`src/rtl/g2_pkg.sv`:
```
// Shared types and constants for the g2 acquisition sequencer.
package g2_pkg;

    typedef enum logic [2:0] {
        IDLE,
        ACQ,
        FLUSH,
        STROBE,
        DUMP,
        DONE
    } g2AcqState_t;

    localparam int G2_BINS      = 1024;
    // Readout strobe must trail the last accepted timestamp by at least this much.
    localparam int G2_FLUSH_MIN = 2;

endpackage

```
`src/rtl/g2_acq_sequencer_if.sv`:
```
// Timestamp gating and histogram readout streams around the g2 sequencer.
interface g2_acq_sequencer_if #(
    parameter int iSIZE  = 31,
    parameter int binBit = 9
);
    logic             a1Vi, a1Ri, a1Vo, a1Ro;
    logic             a2Vi, a2Ri, a2Vo, a2Ro;
    logic [iSIZE:0]   g2Dat;
    logic             g2V, g2R;
    logic [iSIZE:0]   outDat;
    logic [binBit:0]  outBin;
    logic             outV, outR, outLast;

    // Sequencer side.
    modport slave (
        input  a1Vi, a1Ro, a2Vi, a2Ro, g2Dat, g2V, outR,
        output a1Ri, a1Vo, a2Ri, a2Vo, g2R, outDat, outBin, outV, outLast
    );

    // Sources, calculator and host side.
    modport master (
        output a1Vi, a1Ro, a2Vi, a2Ro, g2Dat, g2V, outR,
        input  a1Ri, a1Vo, a2Ri, a2Vo, g2R, outDat, outBin, outV, outLast
    );
endinterface

```
`src/rtl/g2_stream_gate.sv`:
```
// Valid/ready gate for one timestamp stream; closed means neither side sees a beat.
module g2_stream_gate (
    input  logic en_i,
    input  logic vi_i,
    output logic ri_o,
    output logic vo_o,
    input  logic ro_i
);
    assign vo_o = en_i & vi_i;
    assign ri_o = en_i & ro_i;
endmodule

```
`src/rtl/g2_acq_sequencer.sv`:
```
// Frame sequencer: timed acquisition window, drain, histogram readout strobe, bin dump.
module g2_acq_sequencer
    import g2_pkg::*;
#(
    parameter int iSIZE    = 31,
    parameter int binBit   = $clog2(G2_BINS) - 1,
    parameter int winBit   = 31,
    parameter int flushCyc = 16,
    parameter int frmBit   = 15
) (
    input  logic              clk,
    input  logic              RST,
    input  logic              start,
    input  logic              stop,
    input  logic              cont,
    input  logic [winBit:0]   cfgWindow,
    output logic              histRst,
    output logic              busy,
    output logic [frmBit:0]   frameCnt,
    g2_acq_sequencer_if.slave bus
);
    localparam int FLUSH_N = (flushCyc < G2_FLUSH_MIN) ? G2_FLUSH_MIN : flushCyc;
    localparam int FLW     = $clog2(FLUSH_N);

    g2AcqState_t      state_q, state_d;
    logic [winBit:0]  winCnt_q, winCnt_d;
    logic [winBit:0]  winLen_q, winLen_d;
    logic [FLW-1:0]   flushCnt_q, flushCnt_d;
    logic [binBit:0]  binCnt_q, binCnt_d;
    logic [frmBit:0]  frameCnt_q, frameCnt_d;
    logic             contLatch_q, contLatch_d;
    logic             histRst_q;
    logic [winBit:0]  cfgLen;
    logic             inDump, beat;
    logic [iSIZE:0]   g2DatW;

    // A zero-length window still opens the gate for one cycle.
    assign cfgLen = (cfgWindow == '0) ? {{winBit{1'b0}}, 1'b1} : cfgWindow;
    assign inDump = (state_q == DUMP);
    assign beat   = inDump & bus.g2V & bus.outR;

    always_comb begin
        state_d     = state_q;
        winCnt_d    = winCnt_q;
        winLen_d    = winLen_q;
        flushCnt_d  = flushCnt_q;
        binCnt_d    = binCnt_q;
        frameCnt_d  = frameCnt_q;
        contLatch_d = contLatch_q & ~stop;
        unique case (state_q)
            IDLE: if (start) begin
                state_d     = ACQ;
                winLen_d    = cfgLen;
                winCnt_d    = '0;
                contLatch_d = cont & ~stop;
            end
            ACQ: begin
                winCnt_d = winCnt_q + 1'b1;
                if (stop || winCnt_q == winLen_q - 1'b1) begin
                    state_d    = FLUSH;
                    flushCnt_d = '0;
                end
            end
            FLUSH: begin
                flushCnt_d = flushCnt_q + 1'b1;
                if (flushCnt_q == FLW'(FLUSH_N - 1)) state_d = STROBE;
            end
            STROBE: begin
                state_d  = DUMP;
                binCnt_d = '0;
            end
            // Readout is destructive, so stop never cuts a dump short.
            DUMP: if (beat) begin
                binCnt_d = binCnt_q + 1'b1;
                if (&binCnt_q) state_d = DONE;
            end
            DONE: begin
                frameCnt_d = frameCnt_q + 1'b1;
                if (contLatch_q && !stop) begin
                    state_d  = ACQ;
                    winLen_d = cfgLen;
                    winCnt_d = '0;
                end else begin
                    state_d = IDLE;
                end
            end
            default: state_d = IDLE;
        endcase
    end

    always_ff @(posedge clk or negedge RST) begin
        if (!RST) begin
            state_q     <= IDLE;
            winCnt_q    <= '0;
            winLen_q    <= '0;
            flushCnt_q  <= '0;
            binCnt_q    <= '0;
            frameCnt_q  <= '0;
            contLatch_q <= 1'b0;
            histRst_q   <= 1'b1;
        end else begin
            state_q     <= state_d;
            winCnt_q    <= winCnt_d;
            winLen_q    <= winLen_d;
            flushCnt_q  <= flushCnt_d;
            binCnt_q    <= binCnt_d;
            frameCnt_q  <= frameCnt_d;
            contLatch_q <= contLatch_d;
            // Registered so the calculator reset is glitch-free and low only in STROBE.
            histRst_q   <= (state_d != STROBE);
        end
    end

    logic [1:0] vi, ri, vo, ro;
    assign vi = {bus.a2Vi, bus.a1Vi};
    assign ro = {bus.a2Ro, bus.a1Ro};

    for (genvar s = 0; s < 2; s++) begin : g_gate
        g2_stream_gate u_gate (
            .en_i (state_q == ACQ),
            .vi_i (vi[s]),
            .ri_o (ri[s]),
            .vo_o (vo[s]),
            .ro_i (ro[s])
        );
    end

    assign bus.a1Vo = vo[0];
    assign bus.a1Ri = ri[0];
    assign bus.a2Vo = vo[1];
    assign bus.a2Ri = ri[1];

    assign g2DatW      = bus.g2Dat;
    assign bus.g2R     = inDump & bus.outR;
    assign bus.outV    = inDump & bus.g2V;
    assign bus.outDat  = inDump ? g2DatW : '0;
    assign bus.outBin  = inDump ? binCnt_q : '0;
    assign bus.outLast = inDump & (&binCnt_q);

    assign histRst  = histRst_q;
    assign busy     = (state_q != IDLE);
    assign frameCnt = frameCnt_q;
endmodule

```
`src/flat_wrapper.sv`:
```
// flat-port wrapper written by rule: the top's interface ports become plain ports
module g2_acq_sequencer_flat import g2_pkg::*;
#(
    parameter int iSIZE    = 31,
    parameter int binBit   = $clog2(G2_BINS) - 1,
    parameter int winBit   = 31,
    parameter int flushCyc = 16,
    parameter int frmBit   = 15
)
  (clk, RST, start, stop, cont, cfgWindow, histRst, busy, frameCnt, bus_a1Vi, bus_a1Ro, bus_a2Vi, bus_a2Ro, bus_g2Dat, bus_g2V, bus_outR, bus_a1Ri, bus_a1Vo, bus_a2Ri, bus_a2Vo, bus_g2R, bus_outDat, bus_outBin, bus_outV, bus_outLast);
  g2_acq_sequencer_if #(.iSIZE(iSIZE), .binBit(binBit)) bus_i ();
  input  logic clk;
  input  logic RST;
  input  logic start;
  input  logic stop;
  input  logic cont;
  input  logic [winBit:0] cfgWindow;
  output logic histRst;
  output logic busy;
  output logic [frmBit:0] frameCnt;
  input wire logic [$bits(bus_i.a1Vi)-1:0] bus_a1Vi;
  input wire logic [$bits(bus_i.a1Ro)-1:0] bus_a1Ro;
  input wire logic [$bits(bus_i.a2Vi)-1:0] bus_a2Vi;
  input wire logic [$bits(bus_i.a2Ro)-1:0] bus_a2Ro;
  input wire logic [$bits(bus_i.g2Dat)-1:0] bus_g2Dat;
  input wire logic [$bits(bus_i.g2V)-1:0] bus_g2V;
  input wire logic [$bits(bus_i.outR)-1:0] bus_outR;
  output wire logic [$bits(bus_i.a1Ri)-1:0] bus_a1Ri;
  output wire logic [$bits(bus_i.a1Vo)-1:0] bus_a1Vo;
  output wire logic [$bits(bus_i.a2Ri)-1:0] bus_a2Ri;
  output wire logic [$bits(bus_i.a2Vo)-1:0] bus_a2Vo;
  output wire logic [$bits(bus_i.g2R)-1:0] bus_g2R;
  output wire logic [$bits(bus_i.outDat)-1:0] bus_outDat;
  output wire logic [$bits(bus_i.outBin)-1:0] bus_outBin;
  output wire logic [$bits(bus_i.outV)-1:0] bus_outV;
  output wire logic [$bits(bus_i.outLast)-1:0] bus_outLast;
  assign bus_i.a1Vi = bus_a1Vi;
  assign bus_i.a1Ro = bus_a1Ro;
  assign bus_i.a2Vi = bus_a2Vi;
  assign bus_i.a2Ro = bus_a2Ro;
  assign bus_i.g2Dat = bus_g2Dat;
  assign bus_i.g2V = bus_g2V;
  assign bus_i.outR = bus_outR;
  assign bus_a1Ri = bus_i.a1Ri;
  assign bus_a1Vo = bus_i.a1Vo;
  assign bus_a2Ri = bus_i.a2Ri;
  assign bus_a2Vo = bus_i.a2Vo;
  assign bus_g2R = bus_i.g2R;
  assign bus_outDat = bus_i.outDat;
  assign bus_outBin = bus_i.outBin;
  assign bus_outV = bus_i.outV;
  assign bus_outLast = bus_i.outLast;
  g2_acq_sequencer #(.iSIZE(iSIZE), .binBit(binBit), .winBit(winBit), .flushCyc(flushCyc), .frmBit(frmBit)) u_core (.clk(clk), .RST(RST), .start(start), .stop(stop), .cont(cont), .cfgWindow(cfgWindow), .histRst(histRst), .busy(busy), .frameCnt(frameCnt), .bus(bus_i));
endmodule
```
`config.mk`:
```
export PLATFORM = sky130hd
export DESIGN_NAME = g2_acq_sequencer_flat
export DESIGN_NICKNAME = d
export VERILOG_FILES = /design/src/rtl/g2_pkg.sv /design/src/rtl/g2_acq_sequencer_if.sv /design/src/rtl/g2_stream_gate.sv /design/src/rtl/g2_acq_sequencer.sv /design/src/flat_wrapper.sv
export SDC_FILE = /design/constraint.sdc
export NUM_CORES = 1
export LEC_CHECK = 0
export ABC_CLOCK_PERIOD_IN_PS = 8500
export BUFFER_PORTS_ARGS = -buffer_cell sky130_fd_sc_hd__buf_4
export CAP_MARGIN = 20
export CORE_MARGIN = 2
export CORE_UTILIZATION = 50
export DETAILED_ROUTE_END_ITERATION = 10
export GPL_TIMING_DRIVEN = 0
export PLACE_DENSITY = 0.85
export RECOVER_POWER = 50
export SYNTH_ARGS = -nofsm -noshare
export SYNTH_HDL_FRONTEND = slang
export SYNTH_SLANG_ARGS = --single-unit
```
`constraint.sdc`:
```
create_clock -name clk -period 8.5 [get_ports clk]
set_input_delay 1.275 -clock clk [delete_from_list [all_inputs] [get_ports clk]]
set_output_delay 1.275 -clock clk [all_outputs]
set_load 0.05 [all_outputs]
```
==> results of run 1 <==
==> final timing paths <==
check,start,endpoint,slack (ns),cells past startpoint
hold / removal,u_core.frameCnt[15],u_core.frameCnt[15],0.47,1
min in group asynchronous,RST,u_core.state_q[1],1.69,1
hold reg to reg,u_core.frameCnt[15],u_core.frameCnt[15],0.47,1
max in group asynchronous,RST,u_core.winCnt_q[20],5.39,1
setup / recovery,u_core.winLen_q[7],u_core.flushCnt_q[2],4.82,11
setup reg to reg,u_core.winLen_q[7],u_core.flushCnt_q[2],4.82,11
==> layout make-up <==
type	instances	area share, %
Inverter	11	0.553
Clock inverter	5	1.44
Clock buffer	11	3.39
Buffer	30	1.53
Multi-Input combinational cell	549	43.4
Timing Repair Buffer	142	14.1
Sequential cell	99	33.2
Tap cell	143	2.40
==> stage by stage <==
stage	setup WS, ns	utilization [%]	cell area, um2	hold WS (ns)	std cells
final	4.82	65.3	7460	0.468	990
after global routing	4.52	65.3	7460	0.509	990
after CTS	4.89	65.6	7490	0.479	990
after detailed placement	4.64	62.5	7130	0.469	974
after global placement	4.66	62.2	7110	0.463	973
after floorplan	5.11	-	5870	0.458	689
==> registers in the layout (all words and copies together) (netlist names) <==
register,count
u_core.winLen_q,32
u_core.flushCnt_q,4
u_core.binCnt_q,10
u_core.histRst,1
u_core.winCnt_q,32
u_core.frameCnt,16
u_core.state_q,3
u_core.contLatch_q,1
==> cells in the mapped netlist, types with 5 or more instances <==
master,n
and3_1,22
or4_1,7
clkbuf_1,29
inv_1,11
nor2_1,62
ha_1,5
dfrtp_1,98
xnor2_1,40
xor2_1,42
nand3_1,28
a21oi_1,17
nor3_1,11
nor4_1,21
or3_1,14
and2_1,45
o21ai_0,22
nand2_1,131
nand4_1,15
==> cell usage in the layout, fill, tap and decap left out, types with 3 or more instances in the layout <==
cell type,netlist,layout
clkbuf_1,29,38
inv_1,11,11
a21oi_1,17,17
nand4b_1,4,4
nand3b_1,3,3
ha_1,5,5
clkbuf_16,0,9
or2_2,3,3
or4_1,7,7
o21ai_0,22,22
dfrtp_1,98,98
bufinv_16,0,3
nor3_1,11,11
nor2_1,62,62
xnor2_1,40,40
nand2b_1,3,3
nor2b_1,4,4
nand2_1,131,131
buf_4,0,132
nor4_1,21,21
o22ai_1,3,3
o31ai_1,4,4
nand3_1,28,28
nand4_1,15,15
or3_1,14,14
and3_1,22,22
and2_1,45,44
xor2_1,42,42
mux2_2,3,3
a21o_1,3,3
==> worst reg2reg max path: stages, from the launching register on <==
cell and delay [ns]:
dfrtp_1 0.36, clkbuf_1 0.22, nor4_1 0.68, nand4_1 0.29, clkbuf_1 0.28, nand4b_1 0.24, xnor2_1 0.13, or4_1 0.44
nor4b_2 0.26, a31oi_1 0.24, nor3_2 0.31, o21ai_1 0.12
==> kinds of logic after synthesis <==
logic type	count (synthesis)	share of synthesized area [%]
and+or+nand+nor	387	33.4
DFF	99	42.2
xor gates and xnor gates	82	12.2
AOI/OAI and AO/OA	70	7.46
buffers and inverters	41	2.64
muxes	5	0.917
adders and majority gates	5	1.07
==> routing by layer <==
| metal | track usage (%) | vias up |
|---|---|---|
| met1 | 32.8 | 2586 |
| li1 | - | 2674 |
| met3 | 2.70 | 27 |
| met5 | 0 | - |
| met4 | 8.13 | 0 |
| met2 | 39.4 | 201 |
==> power by group through the flow <==
| stage | registers [mW] | logic, mW | clock network [mW] |
|---|---|---|---|
| floorplan | 0.513 | 0.128 | 0 |
| global placement | 0.519 | 0.201 | 0 |
| detailed placement | 0.520 | 0.207 | 0 |
| CTS | 0.511 | 0.209 | 0.491 |
| global route | 0.514 | 0.223 | 0.509 |
| finish | 0.512 | 0.207 | 0.486 |
==> summary.md, run 1 <==
| Metric | Value |
|---|---|
| Status | `finished, violations left` |
| Failing checks | `max-capacitance violations, max-slew violations` |
| CP Class | `reg -> reg` |
| Crit-path max FO | `10` |
| CTS tree | `done` |
| Core area | `0.0114 mm2` |
| Slowest stage delay, CP | `0.68 ns` |
| Warnings from Yosys | `0` |
| CP required | `8.72 ns` |
| Post-synth EDFFs | `0` |
| Final period util | `43.3%` |
| Vias | `5488` |
| Grt total ovfl | `0` |
| Rel. slew slack | `-65.5%` |
| Final-report max-slew violation count | `46` |
| Worst Path Buf+Inv | `2` |
| Initial Utilization | `51.4%` |
| MaxCap Viol Count | `1` |
| DRC viols | `0` |
| Nets | `922` |
| Cell Int Power | `875 uW` |
| Sequential share of power | `42.5%` |
| # fillers | `983` |
| Synth Register Bits | `99` |
| # rows | `39` |
| Min Tclk post-route | `3.68 ns` |
| # setup viols final | `0` |
| Pre-antenna DRT Iters | `5` |
| N_diodes | `0` |
| RSZ-0062 raised after global routing | `false` |
| Design Power | `1.21 mW` |
| Worst-Margin Slew | `2.48 ns` |
| Cell family with most CP delay | `simple AND/OR/NAND/NOR gates` |
| Area share of the largest cell type after synthesis | `41.8%` |
| Crit path launch type | `flip-flop` |
| Met1 wire length | `6.45 mm` |
| Met3 routed wirelength | `749 um` |
| Critical path, cell by cell | `clkbuf_1 -> nor4_1 -> nand4_1 -> clkbuf_1 -> nand4b_1 -> xnor2_1 -> or4_1 -> nor4b_2 -> a31oi_1 -> nor3_2 -> o21ai_1` |
| Slowest cell on crit path | `nor4_1` |
| Synth area leaders | `dfrtp_1, nand2_1, xor2_1` |
| Die W | `112 um` |
| Multi-input gate area | `0.00324 mm2` |
| Detailed-route wire length per cell | `14.7 um` |
| Clock Sinks | `99` |
| Total CTS buffers | `9` |
| H-tree levels | `3` |
| Data arrival, critical path | `3.90 ns` |
| CP most frequent cell | `clkbuf_1` |
| Seq. cell area | `0.00248 mm2` |
| Share of layout cells above drive strength 1 | `19.4%` |
| Clock buffer depth | `2` |
| Top_reg_cell synth | `dfrtp_1` |
| Total track usage | `23.8%` |
| Mapped Nets | `769` |
| Syn Inst Count | `689` |
| Final GP Congestion | `0.891` |
| 1st-iter DRT viols | `387` |
| Port Buffers | `141` |
| Initial antenna violation count | `0` |
| Pwr/cell area | `162 mW/mm2` |
| DR vias/cell | `5.54` |
| Leakage | `3.49 nW` |
| Clk network pwr share | `40.3%` |
| Sequential element share of the synthesized area | `42.2%` |
| Async SR Flop Fraction | `100%` |
| Mapped cell area | `0.00587 mm2` |
| Skew final | `0.00877 ns` |
| Clk Latency, worst-skew pair | `0.35 ns` |
| Root Driver | `clkbuf_16` |
| Peak supply drop | `0.164 mV` |
| Clk slew on worst S/H paths | `0.07 ns` |
| Resized Gates After CTS | `0` |
| Largest net degree at the start of global routing | `55` |
| Die H | `112 um` |
| Post-DP HPWL | `11.0 mm` |
| Area delta synth->final | `27.1%` |
| Die Footprint | `0.0126 mm2` |
| Syn_area_per_cell | `8.52 um2` |
| Met2 WL | `6.98 mm` |
| Final setup TNS | `0 ns` |
| Top layer in use | `met4` |
| Routed WL | `14.5 mm` |
| Largest area contributor in the netlist | `dfrtp_1` |
| Final count of hold timing violations | `0` |
| Gate power share | `17.2%` |
| # IOs | `142` |
| CTS Hold Buffers Added | `0` |
| First-pass GRT wire length | `24.9 mm` |
| Switching Fraction | `27.4%` |
| Post-synth cell types | `59` |
| Hold crit path type | `reg -> reg` |
| Vias in the first global route | `5293` |
| Peak Freq | `272 MHz` |
| Kind of end point of the critical path | `flip-flop` |
| Sw power | `330 uW` |
| Setup bufs post-CTS | `0` |
| ANT nets after route | `0` |
No activity file was read; power rests on OpenSTA's default activity.
==> run 2: changes to the inputs <==
--- a/config.mk
+++ b/config.mk
@@ -5,7 +5,7 @@
 export SDC_FILE = /design/constraint.sdc
 export NUM_CORES = 1
 export LEC_CHECK = 0
-export ABC_CLOCK_PERIOD_IN_PS = 8500
+export ABC_CLOCK_PERIOD_IN_PS = 3500
 export BUFFER_PORTS_ARGS = -buffer_cell sky130_fd_sc_hd__buf_4
 export CAP_MARGIN = 20
 export CORE_MARGIN = 2
==> constraint.sdc (replaced) <==
create_clock -name clk -period 3.5 [get_ports clk]
set_input_delay 0.525 -clock clk [delete_from_list [all_inputs] [get_ports clk]]
set_output_delay 0.525 -clock clk [all_outputs]
set_load 0.05 [all_outputs]
==> run 2 against run 1 <==
  * Wire length grew 2.1%
  * Largest power group unchanged
  * Maximum frequency grew 11%
  * Sequential power grew 140%
  * Worst setup slack lost 4.6 ns
  * Clock skew is essentially flat
  * The flow still finishes with violations (max-capacitance violations, max-slew violations)
  * Global-route usage is the same
==> summary.md, run 2 (synthesis results as in run 1) <==
| Metric | Value |
|---|---|
| Clk Latency, worst-skew pair | `0.35 ns (about the same)` |
| Pre-antenna DRT Iters | `5 (unchanged)` |
| Nets | `925 (+0.33%)` |
| Setup ws final | `0.175 ns (-4.65 ns)` |
| Data arrival, critical path | `3.55 ns (-0.35 ns)` |
| Port Buffers | `141 (unchanged)` |
| Kind of end point of the critical path | `flip-flop` |
| Total track usage | `23.8% (unchanged)` |
| Routed WL | `14.8 mm (+2.1%)` |
| Worst setup slack after placement | `-0.122 ns (-4.77 ns)` |
| Final instance area | `0.00756 mm2 (+1.4%)` |
| Slowest stage delay, CP | `0.56 ns (-0.12 ns)` |
| Clk slew on worst S/H paths | `0.07 ns (about the same)` |
| CP Class | `reg -> reg` |
| Failing checks | `max-capacitance violations, max-slew violations` |
| Min Tclk post-route | `3.33 ns (-0.353 ns)` |
| Skew final | `0.00847 ns (-0.000296 ns)` |
| Detailed-route wire length per cell | `14.9 um (+1.8%)` |
| Pwr/cell area | `389 mW/mm2 (+140%)` |
| Status | `finished, violations left` |
| MaxCap Viol Count | `1 (unchanged)` |
| Worst Path Buf+Inv | `1 (-1)` |
| Crit-path max FO | `8 (-2)` |
| CTS tree | `done` |
| Slowest cell on crit path | `or4_4` |
| Root Driver | `clkbuf_16` |
| Initial antenna violation count | `0 (unchanged)` |
| Post-DP HPWL | `11.0 mm (unchanged)` |
| Crit path launch type | `flip-flop` |
| Cell family with most CP delay | `simple AND/OR/NAND/NOR gates` |
| DRC viols | `0 (unchanged)` |
| Total CTS buffers | `9 (unchanged)` |
| Final count of hold timing violations | `0 (unchanged)` |
| Core area | `0.0114 mm2 (unchanged)` |
| Largest net degree at the start of global routing | `55 (unchanged)` |
| Critical path, cell by cell | `or4_1 -> buf_2 -> or4_4 -> nor2_2 -> xnor2_1 -> or4_4 -> nor4b_4 -> a31oi_4 -> nor3_4 -> o22ai_1` |
| First-pass GRT wire length | `24.9 mm (about the same)` |
| CP most frequent cell | `or4_4` |
| Vias in the first global route | `5300 (+0.13%)` |
| # rows | `39 (unchanged)` |
| Peak supply drop | `0.399 mV (+140%)` |
| Final GP Congestion | `0.891 (unchanged)` |
| Most common cell after layout, fill and taps aside | `nand2_1` |
| Share of layout cells above drive strength 1 | `20.2% (+0.87 points)` |
| Post-route insts no fill | `993 (+0.30%)` |
| # fillers | `959 (-2.4%)` |
| Rel. slew slack | `-65.9% (-0.38 points)` |
| ANT nets after route | `0 (unchanged)` |
| Area delta synth->final | `28.9%` |
| Peak Freq | `301 MHz (+11%)` |
| Clock Sinks | `99 (unchanged)` |
| Leakage | `3.49 nW (about the same)` |
| Vias | `5551 (+1.1%)` |
| # IOs | `142 (unchanged)` |
| N_diodes | `0 (unchanged)` |
| Die H | `112 um (unchanged)` |
| Clock buffer depth | `2 (unchanged)` |
| Worst-Margin Slew | `2.49 ns (+0.00564 ns)` |
| DR vias/cell | `5.59 (+0.84%)` |
| Grt total ovfl | `0 (unchanged)` |
| Final period util | `95.0% (+52 points)` |
| Die W | `112 um (unchanged)` |
| Most frequent cells in the layout | `nand2_1, buf_4, dfrtp_1` |
| # setup viols final | `0 (unchanged)` |
| DP Cell Count | `974 (unchanged)` |
| Final-report max-slew violation count | `46 (unchanged)` |
| Placed Area | `0.00713 mm2 (unchanged)` |
| Initial Utilization | `51.4% (unchanged)` |
| Hold crit path type | `in -> reg` |
| Die Footprint | `0.0126 mm2 (unchanged)` |
| 1st-iter DRT viols | `535 (+38%)` |
| CP required | `3.72 ns (-5.00 ns)` |
| H-tree levels | `3 (unchanged)` |
==> run 2: final cells by class <==
class / count / area, um2 / area share, %
buffer: 29 / 110 / 1.46
timing repair buffer: 146 / 1050 / 13.9
inverter: 11 / 41.3 / 0.546
clock inverter: 5 / 108 / 1.42
tap: 143 / 179 / 2.37
clock buffer: 11 / 253 / 3.34
multi-input combinational: 549 / 3340 / 44.2
sequential: 99 / 2480 / 32.8
==> run 2: worst paths after layout <==
check / from / to / slack (ns) / cells past startpoint
setup reg to reg: u_core.winLen_q[15] / u_core.flushCnt_q[0] / 0.17 / 10
hold reg to reg: u_core.frameCnt[15] / u_core.frameCnt[15] / 0.47 / 1
setup / recovery: u_core.winLen_q[15] / u_core.flushCnt_q[0] / 0.17 / 10
hold / removal: cfgWindow[22] / u_core.winLen_q[22] / 0.38 / 3
max in group asynchronous: RST / u_core.winCnt_q[20] / 1.14 / 1
min in group asynchronous: RST / u_core.state_q[1] / 0.94 / 1
==> run 2: power breakdown <==
group / switching, mW / internal [mW] / leakage, nW
registers: 0.0619 / 1.19 / 1.29
logic: 0.314 / 0.205 / 2.02
clock network: 0.438 / 0.742 / 0.176
==> run 2: metrics by stage <==
step           hold slack, ns  power [mW]  utilization, %  setup TNS, ns
3_3_place_gp            0.463        1.75            62.2        -0.0546
2_1_floorplan           0.229        1.56               -              0
5_1_grt                 0.401        3.04            66.3        -0.0516
3_5_place_dp            0.469        1.77            62.5         -0.452
4_1_cts                 0.203        2.94            65.8              0
6_report                0.382        2.95            66.3              0
==> run 2: layer usage <==
layer,wire [um],track usage (%),part of all wire (%)
met4,310,8.21,2.1
met2,7140,39.6,48
met5,0,0,0
met3,884,2.70,6.0
met1,6500,32.6,44
==> run 2: repair_timing <==
item / CTS / global route
resized for setup: 3 / 18
hold buffers: 0 / 0
buffers inserted: 0 / 4
endpoints found under the setup margin: 4 / 6
pin swaps: 0 / 5
==> run 2: tightest hold or removal path: stages <==
cell and delay, ns:
buf_4 0.08, nand2_1 0.04, nand2_1 0.05
==> run 3: changes to the inputs <==
--- a/config.mk
+++ b/config.mk
@@ -11,7 +11,6 @@
 export CORE_MARGIN = 2
 export CORE_UTILIZATION = 50
 export DETAILED_ROUTE_END_ITERATION = 10
-export GPL_TIMING_DRIVEN = 0
 export PLACE_DENSITY = 0.85
 export RECOVER_POWER = 50
 export SYNTH_ARGS = -nofsm -noshare
==> run 3 against run 2 <==
  * The run still ends with max-capacitance violations, max-slew violations left
  * Combinational power decreased by 3.9%
  * Wire length down 1.8%
  * Utilization down 1.5 points
  * Clock skew barely moved
  * Critical endpoint is now u_core.flushCnt_q[1]
  * Largest cell class unchanged
  * Highest routed layer unchanged
==> summary.md, run 3 (synthesis results as in run 1) <==
| Metric | Value |
|---|---|
| Final period util | `94.6% (-0.43 points)` |
| Worst Hold Path EP | `u_core.winLen_q[13]` |
| Total CTS buffers | `9 (unchanged)` |
| Pre-antenna DRT Iters | `5 (unchanged)` |
| Clk network pwr share | `38.3% (-1.7 points)` |
| Clock Sinks | `99 (unchanged)` |
| Nets | `905 (-2.2%)` |
| First-pass GRT wire length | `24.6 mm (-1.1%)` |
| Final GP Congestion | `0.904 (+1.5%)` |
| Routed WL | `14.6 mm (-1.8%)` |
| Vias | `5389 (-2.9%)` |
| Post-DP HPWL | `10.9 mm (-0.98%)` |
| Area delta synth->final | `26.0%` |
| Die H | `112 um (unchanged)` |
| Initial Utilization | `51.4% (unchanged)` |
| Grt total ovfl | `0 (unchanged)` |
| Status | `finished, violations left` |
| Clock buffer depth | `2 (unchanged)` |
| Die Footprint | `0.0126 mm2 (unchanged)` |
| Final instance area | `0.00740 mm2 (-2.2%)` |
| Skew final | `0.00886 ns (+0.000386 ns)` |
| Resized Gates After CTS | `0 (-3)` |
| Peak Freq | `302 MHz (+0.45%)` |
| Hold crit path type | `in -> reg` |
| Largest net degree at the start of global routing | `39 (-29%)` |
| Slowest cell on crit path | `or4_1` |
| # IOs | `142 (unchanged)` |
| # fillers | `995 (+3.8%)` |
| Crit-path max FO | `9 (+1)` |
| H-tree levels | `3 (unchanged)` |
| Seq. cell area | `0.00248 mm2 (-0.10%)` |
| Worst-Margin Slew | `1.64 ns (-0.849 ns)` |
| DR vias/cell | `5.54 (-0.92%)` |
| ANT nets after route | `0 (unchanged)` |
| Min Tclk post-route | `3.31 ns (-0.0150 ns)` |
| Most common cell after layout, fill and taps aside | `buf_4` |
| Placed Area | `0.00712 mm2 (-0.19%)` |
| Register-to-register setup slack | `0.19 ns (+0.02 ns)` |
| Gate power share | `17.6% (about the same)` |
| CTS Hold Buffers Added | `0 (unchanged)` |
| Clk Latency, worst-skew pair | `0.35 ns (about the same)` |
| Rel. slew slack | `-9.34% (+57 points)` |
| Reg2Reg Capture Point | `u_core.flushCnt_q[1]` |
| CP Class | `reg -> reg` |
| Crit path launch type | `flip-flop` |
| Failing checks | `max-capacitance violations, max-slew violations` |
| Most frequent cells in the layout | `buf_4, nand2_1, dfrtp_1` |
| Peak supply drop | `0.416 mV (+4.3%)` |
| Hold Crit Start | `cfgWindow[13]` |
| Total track usage | `24.0% (+0.23 points)` |
| Share of layout cells above drive strength 1 | `20.8% (+0.61 points)` |
| Port Buffers | `141 (unchanged)` |
| Final setup TNS | `0 ns (unchanged)` |
| Reg2reg path depth | `9 (-1)` |
| Critical path, cell by cell | `or4_1 -> nor4_1 -> nand4b_1 -> xnor2_1 -> or4_1 -> nor4b_2 -> a31oi_2 -> nor3_2 -> o22ai_1` |
| Core area | `0.0114 mm2 (unchanged)` |
| MaxCap Viol Count | `1 (unchanged)` |
| # setup viols final | `0 (unchanged)` |
| Die W | `112 um (unchanged)` |
| Sequential share of power | `44.1% (+1.8 points)` |
| Hold Path Depth | `3 (unchanged)` |
| Vias in the first global route | `5104 (-3.7%)` |
| RSZ-0062 raised after global routing | `false` |
| Slowest stage delay, CP | `0.63 ns (+0.07 ns)` |
| Switching Fraction | `27.7% (+0.065 points)` |
| CP required | `3.72 ns (about the same)` |
| Clk slew on worst S/H paths | `0.07 ns (about the same)` |
| DRC viols | `0 (unchanged)` |
| CP most frequent cell | `or4_1` |
| Cell Int Power | `2.05 mW (-3.9%)` |
| Leakage | `3.45 nW (-1.0%)` |
| CTS tree | `done` |
| Kind of end point of the critical path | `flip-flop` |
| Initial antenna violation count | `0 (unchanged)` |
| Worst r2r src | `u_core.winLen_q[7]` |
| 1st-iter DRT viols | `337 (-37%)` |
| Pwr/cell area | `383 mW/mm2 (-1.6%)` |
| # rows | `39 (unchanged)` |
| Final-report max-slew violation count | `32 (-30%)` |
| Data arrival, critical path | `3.53 ns (-0.02 ns)` |
| Setup bufs post-CTS | `0 (unchanged)` |
| Sw power | `785 uW (-3.6%)` |
| Root Driver | `clkbuf_16` |
| Final count of hold timing violations | `0 (unchanged)` |
| Detailed-route wire length per cell | `15.0 um (+0.26%)` |
| N_diodes | `0 (unchanged)` |
| Design Power | `2.83 mW (-3.8%)` |
| Multi-input gate area | `0.00327 mm2 (-2.1%)` |
-- run 3: cell count changes in the layout (fill, tap and decap cells not counted), sizes merged --
cell / delta
clkbuf: -23
buf: +4
bufinv: -1
clkinvlp: +1
inv: -1
-- run 3: layout make-up --
type / count / share of cell area (%)
Multi-Input combinational cell: 549 / 44.3
Sequential cell: 99 / 33.5
Timing Repair Buffer: 155 / 14.8
Clock buffer: 12 / 3.47
Tap cell: 143 / 2.42
Clock inverter: 4 / 0.981
Inverter: 11 / 0.558
-- run 3: metrics by stage --
step / hold WS [ns] / util [%] / worst slack, ns / instances
after floorplan: 0.229 / - / 0.440 / 689
after global placement: 0.463 / 62.4 / 0.223 / 957
after detailed placement: 0.469 / 62.4 / 0.143 / 957
after CTS: 0.103 / 65.2 / 0.132 / 973
after global routing: 0.382 / 64.8 / 0.00111 / 973
final: 0.382 / 64.8 / 0.190 / 973
-- run 3: worst max-delay path by stage --
stage | start | slack (ns) | endpoint | depth (start not counted)
6_report | u_core.winLen_q[7] | 0.19 | u_core.flushCnt_q[1] | 9
5_1_grt | u_core.winLen_q[7] | 0.001 | u_core.flushCnt_q[2] | 9
4_1_cts | u_core.winLen_q[16] | 0.13 | u_core.flushCnt_q[1] | 9
3_5_place_dp | u_core.winLen_q[16] | 0.14 | u_core.flushCnt_q[1] | 9
3_3_place_gp | u_core.winLen_q[16] | 0.22 | u_core.flushCnt_q[2] | 9
2_1_floorplan | u_core.winLen_q[15] | 0.44 | u_core.flushCnt_q[2] | 10
-- run 3: layer usage --
metal	GRT usage (%)	vias to the layer above	part of all wire, %
met3	3.73	22	6.4
li1	-	2635	-
met4	9.11	0	1.8
met1	33.8	2531	44
met2	37.8	201	47
met5	0	-	0
-- run 3: power by group through the flow --
stage          clock network (mW)  registers (mW)  logic [mW]
6_report                     1.08            1.25       0.499
3_3_place_gp                    0            1.26       0.488
2_1_floorplan                   0            1.24       0.311
3_5_place_dp                    0            1.27       0.496
4_1_cts                      1.10            1.25       0.500
5_1_grt                      1.14            1.26       0.537
-- run 3: critical path: cells and delay by family, from the launching register on --
family	cells	cell delay, ns
xor gates and xnor gates	1	0.15
DFF	1	0.48
AOI/OAI and AO/OA	2	0.31
and+or+nand+nor	6	2.26
